## src/rtl/rsa256_uart_wrapper_pkg.sv

```systemverilog
// Shared types and default register map for the UART-to-RSA256 bridge.
package rsa256_uart_wrapper_pkg;

    typedef enum logic [2:0] {
        S_QUERY_RX,
        S_READ,
        S_WAIT_CALC,
        S_QUERY_TX,
        S_WRITE
    } state_t;

    typedef enum logic [1:0] {
        PH_N,
        PH_D,
        PH_A
    } phase_t;

    localparam logic [4:0] RX_BASE_DEF     = 5'd0;
    localparam logic [4:0] TX_BASE_DEF     = 5'd4;
    localparam logic [4:0] STATUS_BASE_DEF = 5'd8;
    localparam int         RX_OK_BIT_DEF   = 7;
    localparam int         TX_OK_BIT_DEF   = 6;

    // Last counter value of a 32-byte operand and of the 31-byte plaintext.
    localparam logic [4:0] LAST_RX_BYTE = 5'd31;
    localparam logic [4:0] LAST_TX_BYTE = 5'd30;

endpackage

```

## src/rtl/rsa256_uart_wrapper.sv

```systemverilog
// Avalon-MM master that loads N, D and cipher blocks from a UART into the
// RSA256 core and streams each 248-bit plaintext back out byte by byte.
module rsa256_uart_wrapper
    import rsa256_uart_wrapper_pkg::*;
#(
    parameter logic [4:0] RX_BASE     = RX_BASE_DEF,
    parameter logic [4:0] TX_BASE     = TX_BASE_DEF,
    parameter logic [4:0] STATUS_BASE = STATUS_BASE_DEF,
    parameter int         RX_OK_BIT   = RX_OK_BIT_DEF,
    parameter int         TX_OK_BIT   = TX_OK_BIT_DEF
) (
    input  logic         i_clk,
    input  logic         i_rst,
    output logic [4:0]   avm_address,
    output logic         avm_read,
    input  logic [31:0]  avm_readdata,
    output logic         avm_write,
    output logic [31:0]  avm_writedata,
    input  logic         avm_waitrequest,
    output logic         o_core_start,
    output logic [255:0] o_core_a,
    output logic [255:0] o_core_d,
    output logic [255:0] o_core_n,
    input  logic [269:0] i_core_a_pow_d,
    input  logic         i_core_finished
);

    state_t         state_reg;
    phase_t         phase_reg;
    logic [4:0]     cnt_reg;
    logic [4:0]     address_reg;
    logic           read_reg;
    logic           write_reg;
    logic [31:0]    writedata_reg;
    logic           start_reg;
    logic [255:0]   n_reg;
    logic [255:0]   d_reg;
    logic [255:0]   a_reg;
    logic [247:0]   out_reg;

    logic [7:0]     rx_byte;
    logic           unused_inputs;

    assign rx_byte       = avm_readdata[7:0];
    assign unused_inputs = ^{i_core_a_pow_d[269:248], avm_readdata[31:8]};

    assign avm_address   = address_reg;
    assign avm_read      = read_reg;
    assign avm_write     = write_reg;
    assign avm_writedata = writedata_reg;
    assign o_core_start  = start_reg;
    assign o_core_n      = n_reg;
    assign o_core_d      = d_reg;
    assign o_core_a      = a_reg;

    // Every bus-facing update is gated on !avm_waitrequest so that request
    // signals hold steady for the whole stall.
    always_ff @(posedge i_clk or posedge i_rst) begin
        if (i_rst) begin
            state_reg     <= S_QUERY_RX;
            phase_reg     <= PH_N;
            cnt_reg       <= '0;
            address_reg   <= STATUS_BASE;
            read_reg      <= 1'b1;
            write_reg     <= 1'b0;
            writedata_reg <= '0;
            start_reg     <= 1'b0;
            n_reg         <= '0;
            d_reg         <= '0;
            a_reg         <= '0;
            out_reg       <= '0;
        end else begin
            start_reg <= 1'b0;
            case (state_reg)
                S_QUERY_RX: begin
                    if (!avm_waitrequest && avm_readdata[RX_OK_BIT]) begin
                        state_reg   <= S_READ;
                        address_reg <= RX_BASE;
                    end
                end

                S_READ: begin
                    if (!avm_waitrequest) begin
                        case (phase_reg)
                            PH_N:    n_reg <= {n_reg[247:0], rx_byte};
                            PH_D:    d_reg <= {d_reg[247:0], rx_byte};
                            default: a_reg <= {a_reg[247:0], rx_byte};
                        endcase
                        if (cnt_reg == LAST_RX_BYTE) begin
                            cnt_reg <= '0;
                            case (phase_reg)
                                PH_N: begin
                                    phase_reg   <= PH_D;
                                    state_reg   <= S_QUERY_RX;
                                    address_reg <= STATUS_BASE;
                                end
                                PH_D: begin
                                    phase_reg   <= PH_A;
                                    state_reg   <= S_QUERY_RX;
                                    address_reg <= STATUS_BASE;
                                end
                                default: begin
                                    read_reg  <= 1'b0;
                                    start_reg <= 1'b1;
                                    state_reg <= S_WAIT_CALC;
                                end
                            endcase
                        end else begin
                            cnt_reg     <= cnt_reg + 5'd1;
                            state_reg   <= S_QUERY_RX;
                            address_reg <= STATUS_BASE;
                        end
                    end
                end

                S_WAIT_CALC: begin
                    if (i_core_finished) begin
                        out_reg     <= i_core_a_pow_d[247:0];
                        state_reg   <= S_QUERY_TX;
                        read_reg    <= 1'b1;
                        address_reg <= STATUS_BASE;
                    end
                end

                S_QUERY_TX: begin
                    if (!avm_waitrequest && avm_readdata[TX_OK_BIT]) begin
                        read_reg      <= 1'b0;
                        write_reg     <= 1'b1;
                        address_reg   <= TX_BASE;
                        writedata_reg <= {24'b0, out_reg[247:240]};
                        state_reg     <= S_WRITE;
                    end
                end

                S_WRITE: begin
                    if (!avm_waitrequest) begin
                        out_reg     <= {out_reg[239:0], 8'h00};
                        write_reg   <= 1'b0;
                        read_reg    <= 1'b1;
                        address_reg <= STATUS_BASE;
                        if (cnt_reg == LAST_TX_BYTE) begin
                            // Keys stay loaded; only a fresh cipher block is expected next.
                            cnt_reg   <= '0;
                            phase_reg <= PH_A;
                            state_reg <= S_QUERY_RX;
                        end else begin
                            cnt_reg   <= cnt_reg + 5'd1;
                            state_reg <= S_QUERY_TX;
                        end
                    end
                end

                default: begin
                    state_reg   <= S_QUERY_RX;
                    read_reg    <= 1'b1;
                    write_reg   <= 1'b0;
                    address_reg <= STATUS_BASE;
                end
            endcase
        end
    end

endmodule

```

## config.mk

```make
export PLATFORM = sky130hd
export DESIGN_NAME = rsa256_uart_wrapper
export DESIGN_NICKNAME = d
export VERILOG_FILES = /design/src/rtl/rsa256_uart_wrapper_pkg.sv /design/src/rtl/rsa256_uart_wrapper.sv
export SDC_FILE = /design/constraint.sdc
export NUM_CORES = 2
export LEC_CHECK = 0
export ABC_AREA = 1
export BUFFER_PORTS_ARGS = -buffer_cell sky130_fd_sc_hd__buf_2
export CORE_AREA = 3 3 438 440
export DETAILED_ROUTE_END_ITERATION = 6
export DIE_AREA = 0 0 441 443
export PLACE_DENSITY = 0.45
export SYNTH_ARGS = -nofsm -noshare
export SYNTH_HDL_FRONTEND = slang
export SYNTH_SLANG_ARGS = --single-unit
```

## constraint.sdc

```tcl
create_clock -name i_clk -period 48.3 [get_ports i_clk]
set_clock_uncertainty 0.15 [all_clocks]
set_input_delay 7.245 -clock i_clk [delete_from_list [all_inputs] [get_ports i_clk]]
set_output_delay 7.245 -clock i_clk [all_outputs]
set_load 0.005 [all_outputs]
```

; Word level (Yosys, flattened, before mapping)
; Cells that the tools add are included.
[op_classes]
add_sub_neg = 1
mul = 0
div_mod_pow = 0
magnitude_cmp = 0
n_eq_ne = 17
n_shift = 0
mux = 45
n_bitwise = 4
n_reduce_logical = 20
[ops]
columns = operator, count
row1 = 248-bit 2-to-1 mux, 2
row2 = 248-bit case mux with 2 select lines, 1
row3 = 5-bit 2-to-1 mux, 11
row4 = 5-bit case mux with 5 select lines, 1
row5 = 3-bit 2-to-1 mux, 6
row6 = 3-bit AND reduction, 6
row7 = "2-bit != test, second input constant", 8
row8 = 3-bit case mux with 5 select lines, 1
row9 = 1-bit 2-to-1 mux, 12
row10 = 2-bit 2-to-1 mux, 6
row11 = 6-bit AND reduction, 2
row12 = "5-bit == test, second input constant", 2
row13 = 5-bit case mux with 2 select lines, 1
row14 = 2-bit case mux with 2 select lines, 2
row15 = 7-bit AND reduction, 1
row16 = "3-bit by 2-bit == test with 1-bit output, second input constant", 2
row17 = "5-bit by 1-bit adder with 5-bit output, second input constant", 1
row18 = 1-bit case mux with 5 select lines, 1
row19 = 5-bit AND reduction, 1
row20 = 1-bit NOT, 4
row21 = 2-bit nonzero test, 2
row22 = "3-bit by 1-bit == test with 1-bit output, second input constant", 1
row23 = "3-bit == test, second input constant", 1
row24 = 3-bit logical NOT, 1
row25 = other kinds (10), 11
[totals]
reg_bits = 1042
latch_bits = 0
ram_bits = 0
mem_bits_ro = 0
word_cells = 99
n_memories = 0

; Logic depth before layout (Yosys ltp)
[logic_depth]
depth_word = 6
depth_mapped = 12

; Worst setup path after synthesis
; Ideal clock, no wire load.
[synth_path]
path_kind = input-to-reg
start = in avm_waitrequest
end = reg n_reg[16], in the netlist o_core_n[16]
arrival_ns = 8.187
t_required_ns = 48.020
slack_ns = 39.833
path_stages = 7
path_cell_list = buf_2 -> nor2_8 -> nand2_4 -> buf_2 -> clkbuf_1 -> nand2_1 -> o21ai_0
[synth_between]
elab_chain_len = 2
[synth_lines]
columns = item, line_no
row1 = start: declaration, rsa256_uart_wrapper.sv:19  ; input logic avm_waitrequest,
row2 = 1-bit NOT (no line), --
row3 = 3-bit AND reduction (no line), --
row4 = end signal: assignment, rsa256_uart_wrapper.sv:85  ; PH_N: n_reg <= {n_reg[247:0], rx_byte};
row5 = end: declaration, rsa256_uart_wrapper.sv:36  ; logic [255:0] n_reg;
; No other way between the ends.
; A chain may end at the register's enable or synchronous reset.

==> flow_summary.toml <==
[run_status]
outcome = "finished clean"

[cts]
htree_levels = 3
cts_made_buffers = 120
cts_root_buf = "clkbuf_16"
ctsResizeCount = 0
cts_hold_buffers = 0
path_clk_slew_ps = 60
insertion_delay_ps = 770
cts_buffer_depth = 3
cts.sinks = 1039
post_cts_buffers = 0
cts_tree = "built"

[place]
place.gp.congestion = 0.861
io_buffers = 1040
placedCellCount = 7942
dpl.hpwl_um = 116000
dpl_cell_area_um2 = 49000

[detailed_routing]
dr.first_iter.drc_count = 2300
dr_total_vias = 33300
dr.pass1.iters = 5
ant_nets = 0
drt_wl_total_um = 154000
wl_per_cell_um = 18.8
vias_per_cell = 4.07
drcViolationCount = 0

[synthesis]
synth.lib_cells_used.distinct = 25
netlist.area_leader.share = 0.623
avgSynthCellArea_um2 = 8.95
syn_inst = 4652
synthTopCellsByArea = "dfrtp_1 62%, o21ai_0 9.4%, nand2_1 8.8%, inv_1 5.7%, a21oi_1 4.3%"
synth.cell_area_um2 = 41600
synth_top_cell_by_area = "dfrtp_1"
synthArstFlopShare = 1.00
yosysWarnings = 0
yosys_most_used_dff = "dfrtp_1"
ys_seq_area_frac = 0.624
synth-edff-count = 0
ys_ff_latch = 1039

[finish]
final_cell_mix = "1,040 x buf_2, 1,037 x dfrtp_1, 976 x nand2_1"
fin_area_um2 = 53000
fin_cells = 8185
nets = 5879
layout-drive-gt1-share = 0.225
final_common_cell = "buf_2"
area_growth_pct = 27.3

[timing]
min_period_over_period = 0.234
rsz0062_at_grt = "no"
setup_tns_ps = 0
final_max_slew_viol_count = 0
max_freq_mhz = 88.4
worstMarginPinSlew_ps = 1050
setup_viol = 0
finalCriticalPeriod_ps = 11310
hold_viol = 0
relSlewSlack = 0.298

[worst_setup_path]
critPathArrivalTime_ps = 11880
cp_top_family = "buffers and inverters"
required_ps = 48880
slowest_delay_ps = 880
cp_slowest_cell = "buf_4"
cp_max_fo = 116
cp_common_cell = "buf_4"
worst_setup_path_start_kind = "primary input"
path_class = "primary input to asynchronous set/reset pin"
path_cells = "buf_2, inv_8, buf_4, buf_4, buf_4, buf_4, buf_4"
path_buf_inv = 7
end_kind = "asynchronous set/reset pin"

[flow_run]
drv_cap = 0

[power_and_ir_drop]
powerDensity_nw_per_um2 = 63.8
peakVddDrop_mv = 0.0338
power_leakage_nw = 28.0

[floorplan]
die_area_um2 = 195000
num_rows = 159
pin_count = 1114
start_util = 0.222
die_height_um = 443
die_w_um = 441
coreArea_um2 = 188000

[global_route]
grt_max_degree = 245
grt_pass1_vias = 31900
track_usage = 0.153
grt_pass1_wl_um = 222000
grt_antenna_before_repair = 63
grt_remaining_overflow = 0

[hold_path]
hold_path.class = "flop to flop"
[layout make-up]
class / count / area [um^2]
Clock buffer: 184 / 3580
Sequential cell: 1039 / 26000
Clock inverter: 31 / 414
Multi-Input combinational cell: 2694 / 11900
Timing Repair Buffer: 1076 / 5530
Tap cell: 2495 / 3120
Fill cell: 20400 / 135000
Antenna cell: 28 / 70.1
Inverter: 638 / 2400
[worst min-delay path, delay by kind of cell, from the launching register on]
kind,cells,cell delay (ps)
simple gates,2,90
flops,1,370
[metrics by stage]
| step | setup WS [ps] | hold WS, ps | util | power, mW |
|---|---|---|---|---|
| after detailed placement | 35840 | 305 | 0.260 | 2.51 |
| final | 36990 | 308 | 0.282 | 3.38 |
| after global routing | 36220 | 342 | 0.282 | 3.62 |
| after global placement | 35850 | 303 | 0.260 | 2.49 |
| after floorplan | 11670 | 301 | - | 1.85 |
| after CTS | 36680 | 315 | 0.282 | 3.46 |
[metal layers]
layer,vias up,share of wire,GRT usage,wire length [um]
met5,-,0.0015,0,232
met1,15800,0.40,0.178,61400
met4,36,0.026,0.0460,3990
met2,784,0.51,0.272,78800
li1,16400,-,-,-
met3,234,0.061,0.0396,9450
[logic make-up (layout without fill, tap and decap cells)]
logic type	count (synthesis)	after routing	share of synthesized area
xor+xnor	1	1	0.000210
simple gates	1415	1415	0.131
fa+ha+maj	4	4	0.00120
other cells	1	55	0.0000900
buf+inv	945	1929	0.0932
flops	1039	1039	0.624
compound gates	1247	1247	0.150
[where the power goes]
part	internal (mW)	leakage [nW]	switching (mW)
registers	1.20	11.8	0.240
clock network	0.536	1.97	0.385
logic	0.387	14.2	0.639
total	2.12	28.0	1.26
[synth_stat cells, types with 4 or more instances]
cell type,number
nand4_1,5
clkbuf_1,94
o21ai_0,779
dfrtp_1,1037
nand2_1,976
o21ai_1,105
nand3_1,48
a21oi_1,362
inv_1,635
buf_2,184
nor2_1,378
buf_4,28
ha_1,4
[worst paths after layout]
path / start / end / cells after the start / slack, ps
setup / recovery: i_rst / o_core_d[157] / 7 / 36990
hold / removal: avm_read / avm_read / 2 / 310
setup reg to reg: state_reg[0] / out_reg[45] / 8 / 42710
hold reg to reg: avm_read / avm_read / 2 / 310
max in group i_clk: avm_waitrequest / out_reg[45] / 7 / 37460
min in group asynchronous: i_rst / o_core_n[32] / 2 / 6480
Note: power is estimated with default switching activity, not from simulation.
